--- src/rtl/axi_lite_target_router.sv ---
// AXI4-Lite target router: one upstream target port fanned out to three downstream slaves by
// address decode, one transaction outstanding, with decode-error and hung-slave timeout handling.
module axi_lite_target_router #(
    parameter int unsigned SEL_LSB        = 16,
    parameter int unsigned TIMEOUT_CYCLES = 1024
) (
    input  logic        aclk,
    input  logic        areset,

    input  logic        s_awvalid,
    output logic        s_awready,
    input  logic [31:0] s_awaddr,
    input  logic        s_wvalid,
    output logic        s_wready,
    input  logic [31:0] s_wdata,
    input  logic [3:0]  s_wstrb,
    output logic        s_bvalid,
    input  logic        s_bready,
    output logic [1:0]  s_bresp,
    input  logic        s_arvalid,
    output logic        s_arready,
    input  logic [31:0] s_araddr,
    input  logic [3:0]  s_aruser,
    output logic        s_rvalid,
    input  logic        s_rready,
    output logic [31:0] s_rdata,
    output logic [1:0]  s_rresp,

    output logic [2:0]  m_awvalid,
    input  logic [2:0]  m_awready,
    output logic [31:0] m_awaddr,
    output logic [2:0]  m_wvalid,
    input  logic [2:0]  m_wready,
    output logic [31:0] m_wdata,
    output logic [3:0]  m_wstrb,
    input  logic [2:0]  m_bvalid,
    output logic [2:0]  m_bready,
    input  logic [5:0]  m_bresp,
    output logic [2:0]  m_arvalid,
    input  logic [2:0]  m_arready,
    output logic [31:0] m_araddr,
    output logic [3:0]  m_aruser,
    input  logic [2:0]  m_rvalid,
    output logic [2:0]  m_rready,
    input  logic [95:0] m_rdata,
    input  logic [5:0]  m_rresp
);

    localparam int unsigned TW = (TIMEOUT_CYCLES > 1) ? $clog2(TIMEOUT_CYCLES) : 1;

    localparam logic [2:0] StIdle  = 3'd0;
    localparam logic [2:0] StWaddr = 3'd1;
    localparam logic [2:0] StWresp = 3'd2;
    localparam logic [2:0] StBresp = 3'd3;
    localparam logic [2:0] StRaddr = 3'd4;
    localparam logic [2:0] StRdata = 3'd5;
    localparam logic [2:0] StRresp = 3'd6;

    localparam logic [1:0] RespOkay   = 2'b00;
    localparam logic [1:0] RespSlverr = 2'b10;
    localparam logic [1:0] RespDecerr = 2'b11;

    logic [2:0]    state_q, state_d;
    logic [1:0]    sel_q, sel_d;
    logic [31:0]   addr_q, addr_d;
    logic [31:0]   wdata_q, wdata_d;
    logic [3:0]    wstrb_q, wstrb_d;
    logic [3:0]    user_q, user_d;
    logic          last_rd_q, last_rd_d;
    logic [2:0]    hung_q, hung_d;
    logic          aw_done_q, aw_done_d;
    logic          w_done_q, w_done_d;
    logic [TW-1:0] timer_q, timer_d;
    logic [1:0]    bresp_q, bresp_d;
    logic [1:0]    rresp_q, rresp_d;
    logic [31:0]   rdata_q, rdata_d;

    logic          wr_pend, rd_pend, grant_rd, grant_wr;
    logic [31:0]   grant_addr;
    logic [1:0]    grant_sel;
    logic [2:0]    grant_oh, sel_oh;
    logic          timeout_hit, active;

    assign wr_pend = s_awvalid & s_wvalid;
    assign rd_pend = s_arvalid;
    // On a tie the read wins unless the previous grant was also a read.
    assign grant_rd = (state_q == StIdle) && !areset && rd_pend && (!wr_pend || !last_rd_q);
    assign grant_wr = (state_q == StIdle) && !areset && wr_pend && !grant_rd;

    assign grant_addr = grant_rd ? s_araddr : s_awaddr;
    assign grant_sel  = grant_addr[SEL_LSB+1:SEL_LSB];
    assign grant_oh   = 3'b001 << grant_sel;
    assign sel_oh     = 3'b001 << sel_q;

    assign active = (state_q == StWaddr) || (state_q == StWresp) ||
                    (state_q == StRaddr) || (state_q == StRdata);
    assign timeout_hit = (TIMEOUT_CYCLES != 0) && (32'(timer_q) == TIMEOUT_CYCLES - 1);

    always_comb begin
        state_d   = state_q;
        sel_d     = sel_q;
        addr_d    = addr_q;
        wdata_d   = wdata_q;
        wstrb_d   = wstrb_q;
        user_d    = user_q;
        last_rd_d = last_rd_q;
        aw_done_d = aw_done_q;
        w_done_d  = w_done_q;
        bresp_d   = bresp_q;
        rresp_d   = rresp_q;
        rdata_d   = rdata_q;
        timer_d   = active ? timer_q + TW'(1) : timer_q;
        // Any response from a hung port is the stale answer to an aborted access.
        hung_d    = hung_q & ~(m_bvalid | m_rvalid);

        case (state_q)
            StIdle: begin
                if (grant_rd || grant_wr) begin
                    last_rd_d = grant_rd;
                    addr_d    = grant_addr;
                    sel_d     = grant_sel;
                    timer_d   = '0;
                    aw_done_d = 1'b0;
                    w_done_d  = 1'b0;
                    if (grant_wr) begin
                        wdata_d = s_wdata;
                        wstrb_d = s_wstrb;
                    end else begin
                        user_d = s_aruser;
                    end
                    if (grant_sel == 2'd3 || (hung_q & grant_oh) != 3'b000) begin
                        if (grant_wr) begin
                            bresp_d = (grant_sel == 2'd3) ? RespDecerr : RespSlverr;
                            state_d = StBresp;
                        end else begin
                            rresp_d = (grant_sel == 2'd3) ? RespDecerr : RespSlverr;
                            rdata_d = '0;
                            state_d = StRresp;
                        end
                    end else begin
                        state_d = grant_wr ? StWaddr : StRaddr;
                    end
                end
            end
            StWaddr: begin
                aw_done_d = aw_done_q | ((m_awvalid & m_awready) != 3'b000);
                w_done_d  = w_done_q | ((m_wvalid & m_wready) != 3'b000);
                if (timeout_hit) begin
                    hung_d  = hung_d | sel_oh;
                    bresp_d = RespSlverr;
                    state_d = StBresp;
                end else if (aw_done_d && w_done_d) begin
                    state_d = StWresp;
                end
            end
            StWresp: begin
                if ((m_bvalid & sel_oh) != 3'b000) begin
                    bresp_d = m_bresp[{sel_q, 1'b0} +: 2];
                    state_d = StBresp;
                end else if (timeout_hit) begin
                    hung_d  = hung_d | sel_oh;
                    bresp_d = RespSlverr;
                    state_d = StBresp;
                end
            end
            StBresp: begin
                if (s_bready) state_d = StIdle;
            end
            StRaddr: begin
                if (timeout_hit) begin
                    hung_d  = hung_d | sel_oh;
                    rresp_d = RespSlverr;
                    rdata_d = '0;
                    state_d = StRresp;
                end else if ((m_arvalid & m_arready) != 3'b000) begin
                    state_d = StRdata;
                end
            end
            StRdata: begin
                if ((m_rvalid & sel_oh) != 3'b000) begin
                    rdata_d = m_rdata[{sel_q, 5'd0} +: 32];
                    rresp_d = m_rresp[{sel_q, 1'b0} +: 2];
                    state_d = StRresp;
                end else if (timeout_hit) begin
                    hung_d  = hung_d | sel_oh;
                    rresp_d = RespSlverr;
                    rdata_d = '0;
                    state_d = StRresp;
                end
            end
            StRresp: begin
                if (s_rready) state_d = StIdle;
            end
            default: state_d = StIdle;
        endcase
    end

    always_ff @(posedge aclk) begin
        if (areset) begin
            state_q   <= StIdle;
            sel_q     <= '0;
            addr_q    <= '0;
            wdata_q   <= '0;
            wstrb_q   <= '0;
            user_q    <= '0;
            last_rd_q <= 1'b0;
            hung_q    <= '0;
            aw_done_q <= 1'b0;
            w_done_q  <= 1'b0;
            timer_q   <= '0;
            bresp_q   <= RespOkay;
            rresp_q   <= RespOkay;
            rdata_q   <= '0;
        end else begin
            state_q   <= state_d;
            sel_q     <= sel_d;
            addr_q    <= addr_d;
            wdata_q   <= wdata_d;
            wstrb_q   <= wstrb_d;
            user_q    <= user_d;
            last_rd_q <= last_rd_d;
            hung_q    <= hung_d;
            aw_done_q <= aw_done_d;
            w_done_q  <= w_done_d;
            timer_q   <= timer_d;
            bresp_q   <= bresp_d;
            rresp_q   <= rresp_d;
            rdata_q   <= rdata_d;
        end
    end

    assign s_awready = grant_wr;
    assign s_wready  = grant_wr;
    assign s_arready = grant_rd;
    assign s_bvalid  = (state_q == StBresp);
    assign s_bresp   = bresp_q;
    assign s_rvalid  = (state_q == StRresp);
    assign s_rresp   = rresp_q;
    assign s_rdata   = rdata_q;

    assign m_awvalid = (state_q == StWaddr && !aw_done_q) ? sel_oh : 3'b000;
    assign m_wvalid  = (state_q == StWaddr && !w_done_q) ? sel_oh : 3'b000;
    assign m_awaddr  = addr_q;
    assign m_wdata   = wdata_q;
    assign m_wstrb   = wstrb_q;
    assign m_bready  = hung_q | ((state_q == StWresp) ? sel_oh : 3'b000);
    assign m_arvalid = (state_q == StRaddr) ? sel_oh : 3'b000;
    assign m_araddr  = addr_q;
    assign m_aruser  = user_q;
    assign m_rready  = hung_q | ((state_q == StRdata) ? sel_oh : 3'b000);

endmodule

--- config.mk ---
export PLATFORM = sky130hd
export DESIGN_NAME = axi_lite_target_router
export DESIGN_NICKNAME = d
export VERILOG_FILES = /design/src/rtl/axi_lite_target_router.sv
export SDC_FILE = /design/constraint.sdc
export NUM_CORES = 1
export LEC_CHECK = 0
export CORE_AREA = 2 2 154 156
export CTS_BUF_LIST = sky130_fd_sc_hd__clkbuf_4 sky130_fd_sc_hd__clkbuf_8 sky130_fd_sc_hd__clkbuf_16
export DETAILED_ROUTE_END_ITERATION = 8
export DIE_AREA = 0 0 156 158
export SLEW_MARGIN = 20
export SYNTH_ARGS = -nofsm -noshare
export SYNTH_HDL_FRONTEND = slang
export SYNTH_SLANG_ARGS = --single-unit
--- constraint.sdc ---
create_clock -name aclk -period 4.8 [get_ports aclk]
set_clock_uncertainty 0.05 [all_clocks]
set_input_delay 0.72 -clock aclk [delete_from_list [all_inputs] [get_ports aclk]]
set_output_delay 0.72 -clock aclk [all_outputs]
set_load 0.03 [all_outputs]
==> results.py, run 1 <==
metrics = {
    "synth": {
        "ys_ff_latch": 127,
        "synth_nets": 1036,
        "synth-edff-count": 0,
        "ys_types": 53,
        "mappedNetlistArea_sq_mm": 0.00631,
        "syn_area_per_cell_sq_um": 7.88,
        "yosysSeqAreaShare_pct": 40.3,
        "yosys.area.top_type": "dfxtp_1",
        "synth_flop_cell": "dfxtp_1",
        "syn_inst": 801,
        "yosys_warnings": 0,
        "synth_area_leaders": "dfxtp_1 40%, mux2i_1 10%, nand2_1 9.8%",
        "synth_top_area_share_pct": 40.3,
        "async_flop_share_pct": 0,
    },
    "setup_path": {
        "worstPathCellList": "nor2b_1 -> nand2_1 -> o21bai_1 -> clkdlybuf4s50_1",
        "crit_arrival_ns": 2.71,
        "crit_start": "state_q[2]",
        "cp_max_fo": 18,
        "critPathKind": "flop to output pin",
        "rr_startpoint": "state_q[0]",
        "worstPathRequired_ns": 4.03,
        "crit_buf_inv": 1,
        "cpPeakStageDelay_ns": 0.74,
        "slowest_stage": "dfxtp_1",
        "startpoint_type": "flop",
        "cpLargestDelayFamily": "flip-flops",
        "crit_path_end_kind": "output pin",
    },
    "route": {
        "detail_route.wl_per_cell_microns": 16.9,
        "num_vias": 6889,
        "dr.first_iter.drc_count": 530,
        "wl_microns": 24300,
        "route.detailed.drc": 0,
        "viasPerCell": 4.81,
        "firstDrtPassIters": 5,
        "drt.antenna.violating_nets": 0,
    },
    "floorplan": {
        "die_h_microns": 158,
        "die_area_sq_mm": 0.0246,
        "placementRows": 56,
        "ioPinCount": 394,
        "core_area_sq_mm": 0.0231,
        "chipWidth_microns": 156,
        "start_util_pct": 27.4,
    },
    "sta": {
        "grt_setup_unrepaired": "no",
        "fin_ws_ns": 1.32,
        "setup_viol": 0,
        "max_slew_margin_pct": 27.5,
        "maxSlewViolCount": 0,
        "clock.fmax_ghz": 0.287,
        "whs_ns": 0.403,
        "fin_crit_sh_pct": 72.5,
        "finalHoldViolations": 0,
        "worstMarginPinSlew_ns": 1.09,
        "setup_tns_ns": 0,
        "fin_crit_ns": 3.48,
    },
    "clocking": {
        "tritoncts": "done",
        "insertion_delay_ns": 0.42,
        "cts.sinks": 127,
        "clk_transition_reported_paths_ns": 0.06,
        "cts_resized": 0,
        "root_buffer": "clkbuf_16",
        "post_cts_buffers": 0,
        "hold_buffers": 0,
        "cts_max_level": 4,
        "cts_inserted_buffers": 17,
        "cts_buffer_depth": 2,
    },
    "pwr": {
        "power_uw": 4670,
        "p_int_uw": 2860,
        "ir_drop_mv": 0.189,
        "p_switching_uw": 1800,
        "power_leakage_uw": 0.00387,
        "comb_power_share_pct": 41.6,
        "p_seq_share_pct": 29.1,
        "switching_share_pct": 38.7,
        "clkPwrFrac_pct": 29.3,
        "powerDensity_mw_per_mm2": 430,
    },
    "placed_design": {
        "hpwl_microns": 18200,
        "dp_slack_ns": 1.43,
        "dpl-instance-area_sq_mm": 0.0102,
        "gp_congestion": 0.828,
        "port_buffers": 393,
    },
    "global_route": {
        "grt_antenna_before_repair": 1,
        "grtUsageTotal_pct": 18.6,
        "grt_pass1_vias": 6419,
        "grt_start_max_net_pins": 95,
        "grt_overflow_total": 0,
        "grt_pass1_wl_microns": 35300,
    },
    "min_path": {
        "hp-start": "m_aruser[2]",
        "holdCritPathClass": "flop to flop",
    },
    "final_layout": {
        "areaGrowthSynthToFinish_pct": 71.6,
        "fin_area_sq_mm": 0.0108,
        "drive_gt1_share_pct": 4.81,
        "final_common_cell": "clkdlybuf4s50_1",
        "final_nets": 1365,
        "n_antenna_cell": 0,
        "final_cell_mix": "392 x clkdlybuf4s50_1, 165 x nand2_1, 126 x dfxtp_1",
    },
    "outcome": {
        "status": "completed",
    },
    "flow_run": {
        "max_cap_violations": 0,
    },
}
[synthesized netlist by cell type (all sizes together) (6+ instances only)]
master    n
inv       8
a311oi   13
nand2   165
a22oi    34
dfxtp   127
nor3     14
a21oi    44
a31oi     6
clkbuf   49
xor2      6
buf      45
o21ai    61
o22ai     6
mux2i    63
nor2     67
nand3    30
[through the flow]
stage               utilization (%)  instances
floorplan                         -        801
global placement               44.3       1401
detailed placement             44.3       1401
CTS                            47.0       1433
global route                   47.0       1433
finish                         47.0       1433
[metal layers]
layer  GRT usage [%]  wire, microns
met1            21.4           9700
met2            32.3          12000
met3            6.38           2190
met4            5.94            352
met5               0             16
[power by group through the flow]
stage               combinational (uW)  sequential, uW  clock (uW)
finish                            1940            1360        1370
global route                      2080            1380        1440
CTS                               1960            1360        1400
detailed placement                1950            1380           0
global placement                  1950            1380           0
floorplan                         1050            1540           0
[registers in the layout, summed over array words and instances, names as in the netlist]
name and cells:
m_wdata 32, s_rdata 32, m_araddr 31, timer_q 10, m_aruser 4, m_wstrb 4
hung_q 3, state_q 3, s_bresp 2, s_rresp 2, aw_done_q 1, last_rd_q 1
sel_q 1, w_done_q 1
[final cells by class]
cell class	count	area, sq um
flip-flops and latches	127	2540
multi-input cells	570	3260
clock buffers	18	433
repair buffers	404	4010
clock inverters	14	181
well taps	290	363
fillers	2238	12200
inverters	10	38.8
[worst register-to-register path: stages, from the launching register on]
cell and delay, ns:
dfxtp_1 0.54, nor4_4 0.44, nand3_2 0.15, buf_4 0.33, o21ai_0 0.49, nand2_1 0.11, buf_4 0.26, a22oi_1 0.25
nor2_1 0.06
[worst paths after layout]
path / slack (ns) / endpoint / cells after the start
max: 1.32 / m_rready[2] / 4
min: 0.40 / m_aruser[2] / 2
max reg2reg: 1.97 / s_rdata[3] / 8
min reg2reg: 0.40 / m_aruser[2] / 2
[cell families after synthesis]
kind of cell | count (synthesis) | synth area share, %
AND/OR/NAND/NOR | 300 | 20.1
AO/OA/AOI/OAI | 193 | 19.1
flip-flops | 127 | 40.3
buffers and inverters | 104 | 8.26
multiplexers | 66 | 10.6
XOR/XNOR | 10 | 1.39
adder cells (fa/ha/maj) | 1 | 0.198
(Power assumes the default switching activity.)
==> inputs of run 2 (changes only) <==
--- a/config.mk
+++ b/config.mk
@@ -5,10 +5,10 @@
 export SDC_FILE = /design/constraint.sdc
 export NUM_CORES = 1
 export LEC_CHECK = 0
-export CORE_AREA = 2 2 154 156
+export CORE_AREA = 2 2 155 157
 export CTS_BUF_LIST = sky130_fd_sc_hd__clkbuf_4 sky130_fd_sc_hd__clkbuf_8 sky130_fd_sc_hd__clkbuf_16
 export DETAILED_ROUTE_END_ITERATION = 8
-export DIE_AREA = 0 0 156 158
+export DIE_AREA = 0 0 157 159
 export SLEW_MARGIN = 20
 export SYNTH_ARGS = -nofsm -noshare
 export SYNTH_HDL_FRONTEND = slang
==> constraint.sdc (replaced) <==
create_clock -name aclk -period 3.55 [get_ports aclk]
set_clock_uncertainty 0.05 [all_clocks]
set_input_delay 0.5325 -clock aclk [delete_from_list [all_inputs] [get_ports aclk]]
set_output_delay 0.5325 -clock aclk [all_outputs]
set_load 0.03 [all_outputs]
==> run 2 against run 1 <==
Flip-flop and latch count stayed put. Worst setup slack got worse by 0.89 ns. Cell count increased by 2.4%. Power increased by 32%. Clock power grew 20%. Cell area grew 0.14%. Global-route usage is 0.86 points higher. Die area rose by 1.3%. Register-to-register slack lost 1.0 ns. Critical endpoint is now m_rready[1].
==> results.py, run 2 (synthesis gave the netlist of run 1 again) <==
metrics = {
    "outcome": {
        "status": "completed",
    },
    "route": {
        "route.detailed.drc": 0,
        "wl_microns": 24900,
        "viasPerCell": 4.70,
        "detail_route.wl_per_cell_microns": 16.9,
        "num_vias": 6895,
        "firstDrtPassIters": 4,
        "dr.first_iter.drc_count": 383,
        "drt.antenna.violating_nets": 0,
    },
    "final_layout": {
        "n_antenna_cell": 0,
        "drive_gt1_share_pct": 5.57,
        "final_nets": 1370,
        "final_cell_mix": "389 x clkdlybuf4s50_1, 165 x nand2_1, 125 x dfxtp_1",
        "final_common_cell": "clkdlybuf4s50_1",
        "areaGrowthSynthToFinish_pct": 71.9,
    },
    "clocking": {
        "cts_buffer_depth": 2,
        "insertion_delay_ns": 0.42,
        "cts_max_level": 4,
        "post_cts_buffers": 0,
        "root_buffer": "clkbuf_16",
        "cts_inserted_buffers": 17,
        "hold_buffers": 0,
        "tritoncts": "done",
        "clk_transition_reported_paths_ns": 0.06,
        "cts.sinks": 127,
        "cts_resized": 0,
    },
    "pwr": {
        "ir_drop_mv": 0.259,
        "power_leakage_uw": 0.00388,
        "power_uw": 6150,
        "powerDensity_mw_per_mm2": 566,
    },
    "setup_path": {
        "startpoint_type": "flop",
        "cpLargestDelayFamily": "buffers and inverters",
        "regToRegEndpoint": "s_bresp[0]",
        "cpPeakStageDelay_ns": 0.74,
        "cp_max_fo": 8,
        "worstPathCellList": "nor2b_1 -> nand2_1 -> o21bai_1 -> clkdlybuf4s50_1",
        "r2r_slack_ns": 0.94,
        "worstPathRequired_ns": 2.97,
        "slowest_stage": "clkdlybuf4s50_1",
        "critPathKind": "flop to output pin",
        "crit_path_end_kind": "output pin",
        "rr_startpoint": "state_q[0]",
        "crit_arrival_ns": 2.53,
        "path_depth": 4,
        "r2r_cells": 7,
        "crit_start": "state_q[2]",
        "crit_buf_inv": 1,
        "worstSetupEndpoint": "m_rready[1]",
    },
    "sta": {
        "clock.fmax_ghz": 0.321,
        "finalHoldViolations": 0,
        "grt_setup_unrepaired": "no",
        "fin_crit_ns": 3.11,
        "fin_crit_sh_pct": 87.7,
        "maxSlewViolCount": 0,
        "max_slew_margin_pct": 38.1,
        "setup_viol": 0,
        "setup_tns_ns": 0,
        "worstMarginPinSlew_ns": 0.928,
    },
    "floorplan": {
        "chipWidth_microns": 157,
        "die_h_microns": 159,
        "ioPinCount": 394,
        "die_area_sq_mm": 0.0250,
        "placementRows": 56,
        "core_area_sq_mm": 0.0232,
        "start_util_pct": 27.2,
    },
    "global_route": {
        "grt_pass1_vias": 6716,
        "grtUsageTotal_pct": 19.4,
        "grt_start_max_net_pins": 63,
        "grt_overflow_total": 0,
        "grt_pass1_wl_microns": 37500,
        "grt_antenna_before_repair": 1,
    },
    "placed_design": {
        "port_buffers": 393,
        "gp_congestion": 0.800,
        "hpwl_microns": 19100,
    },
    "flow_run": {
        "max_cap_violations": 0,
    },
    "min_path": {
        "holdCritPathClass": "flop to flop",
    },
}
[run 2: how the worst min path moves through the flow]
stage | start | to | slack, ns | depth (start not counted)
finish | m_wdata[11] | m_wdata[11] | 0.40 | 2
global route | m_aruser[3] | m_aruser[3] | 0.42 | 2
CTS | m_wdata[24] | m_wdata[24] | 0.40 | 2
detailed placement | m_wdata[24] | m_wdata[24] | 0.40 | 2
global placement | m_wdata[18] | m_wdata[18] | 0.39 | 2
floorplan | last_rd_q | last_rd_q | 0.40 | 2
[run 2: area by class of cell]
type                    count  area (sq um)
clock buffers              21           480
clock inverters            11          81.3
fillers                  2323         12300
inverters                  10          38.8
multi-input cells         570          3260
flip-flops and latches    127          2540
well taps                 319           399
repair buffers            409          4040
[run 2: tightest hold or removal path: cells and delay by family (launching register included)]
family | cells | cell delay, ns
AO/OA/AOI/OAI | 1 | 0.05
flip-flops | 1 | 0.30
AND/OR/NAND/NOR | 1 | 0.05
[run 2: metrics by stage]
| stage | setup WS [ns] | instance area, sq um | hold slack (ns) | std cells | utilization (%) |
|---|---|---|---|---|---|
| 2_1_floorplan | 0.549 | 6310 | 0.405 | 801 | - |
| 3_3_place_gp | 0.909 | 10300 | 0.392 | 1435 | 44.4 |
| 3_5_place_dp | 0.874 | 10300 | 0.396 | 1435 | 44.4 |
| 4_1_cts | 0.450 | 10900 | 0.404 | 1467 | 46.8 |
| 5_1_grt | 0.284 | 10900 | 0.417 | 1467 | 46.8 |
| 6_report | 0.435 | 10900 | 0.401 | 1467 | 46.8 |
[run 2: per-layer routing]
layer,vias up,track usage (%),part of all wire [%]
li1,3433,-,-
met5,-,0,0.052
met4,2,5.00,1.4
met2,306,34.6,50
met3,24,5.58,7.7
met1,3130,22.7,41
[run 2: report_power, final]
| group | total (uW) | internal, uW | switching [uW] | leakage (uW) |
|---|---|---|---|---|
| combinational | 2680 | 1130 | 1550 | 0.00258 |
| sequential | 1810 | 1620 | 193 | 0.00103 |
| clock | 1650 | 970 | 684 | 0.000272 |
==> inputs of run 3 (changes only) <==
--- a/config.mk
+++ b/config.mk
@@ -7,6 +7,7 @@
 export LEC_CHECK = 0
 export CORE_AREA = 2 2 155 157
 export CTS_BUF_LIST = sky130_fd_sc_hd__clkbuf_4 sky130_fd_sc_hd__clkbuf_8 sky130_fd_sc_hd__clkbuf_16
+export CTS_CLUSTER_DIAMETER = 100
 export DETAILED_ROUTE_END_ITERATION = 8
 export DIE_AREA = 0 0 157 159
 export SLEW_MARGIN = 20
==> results of run 3 <==
Final layout, timing and power as in run 2 (identical DEF).
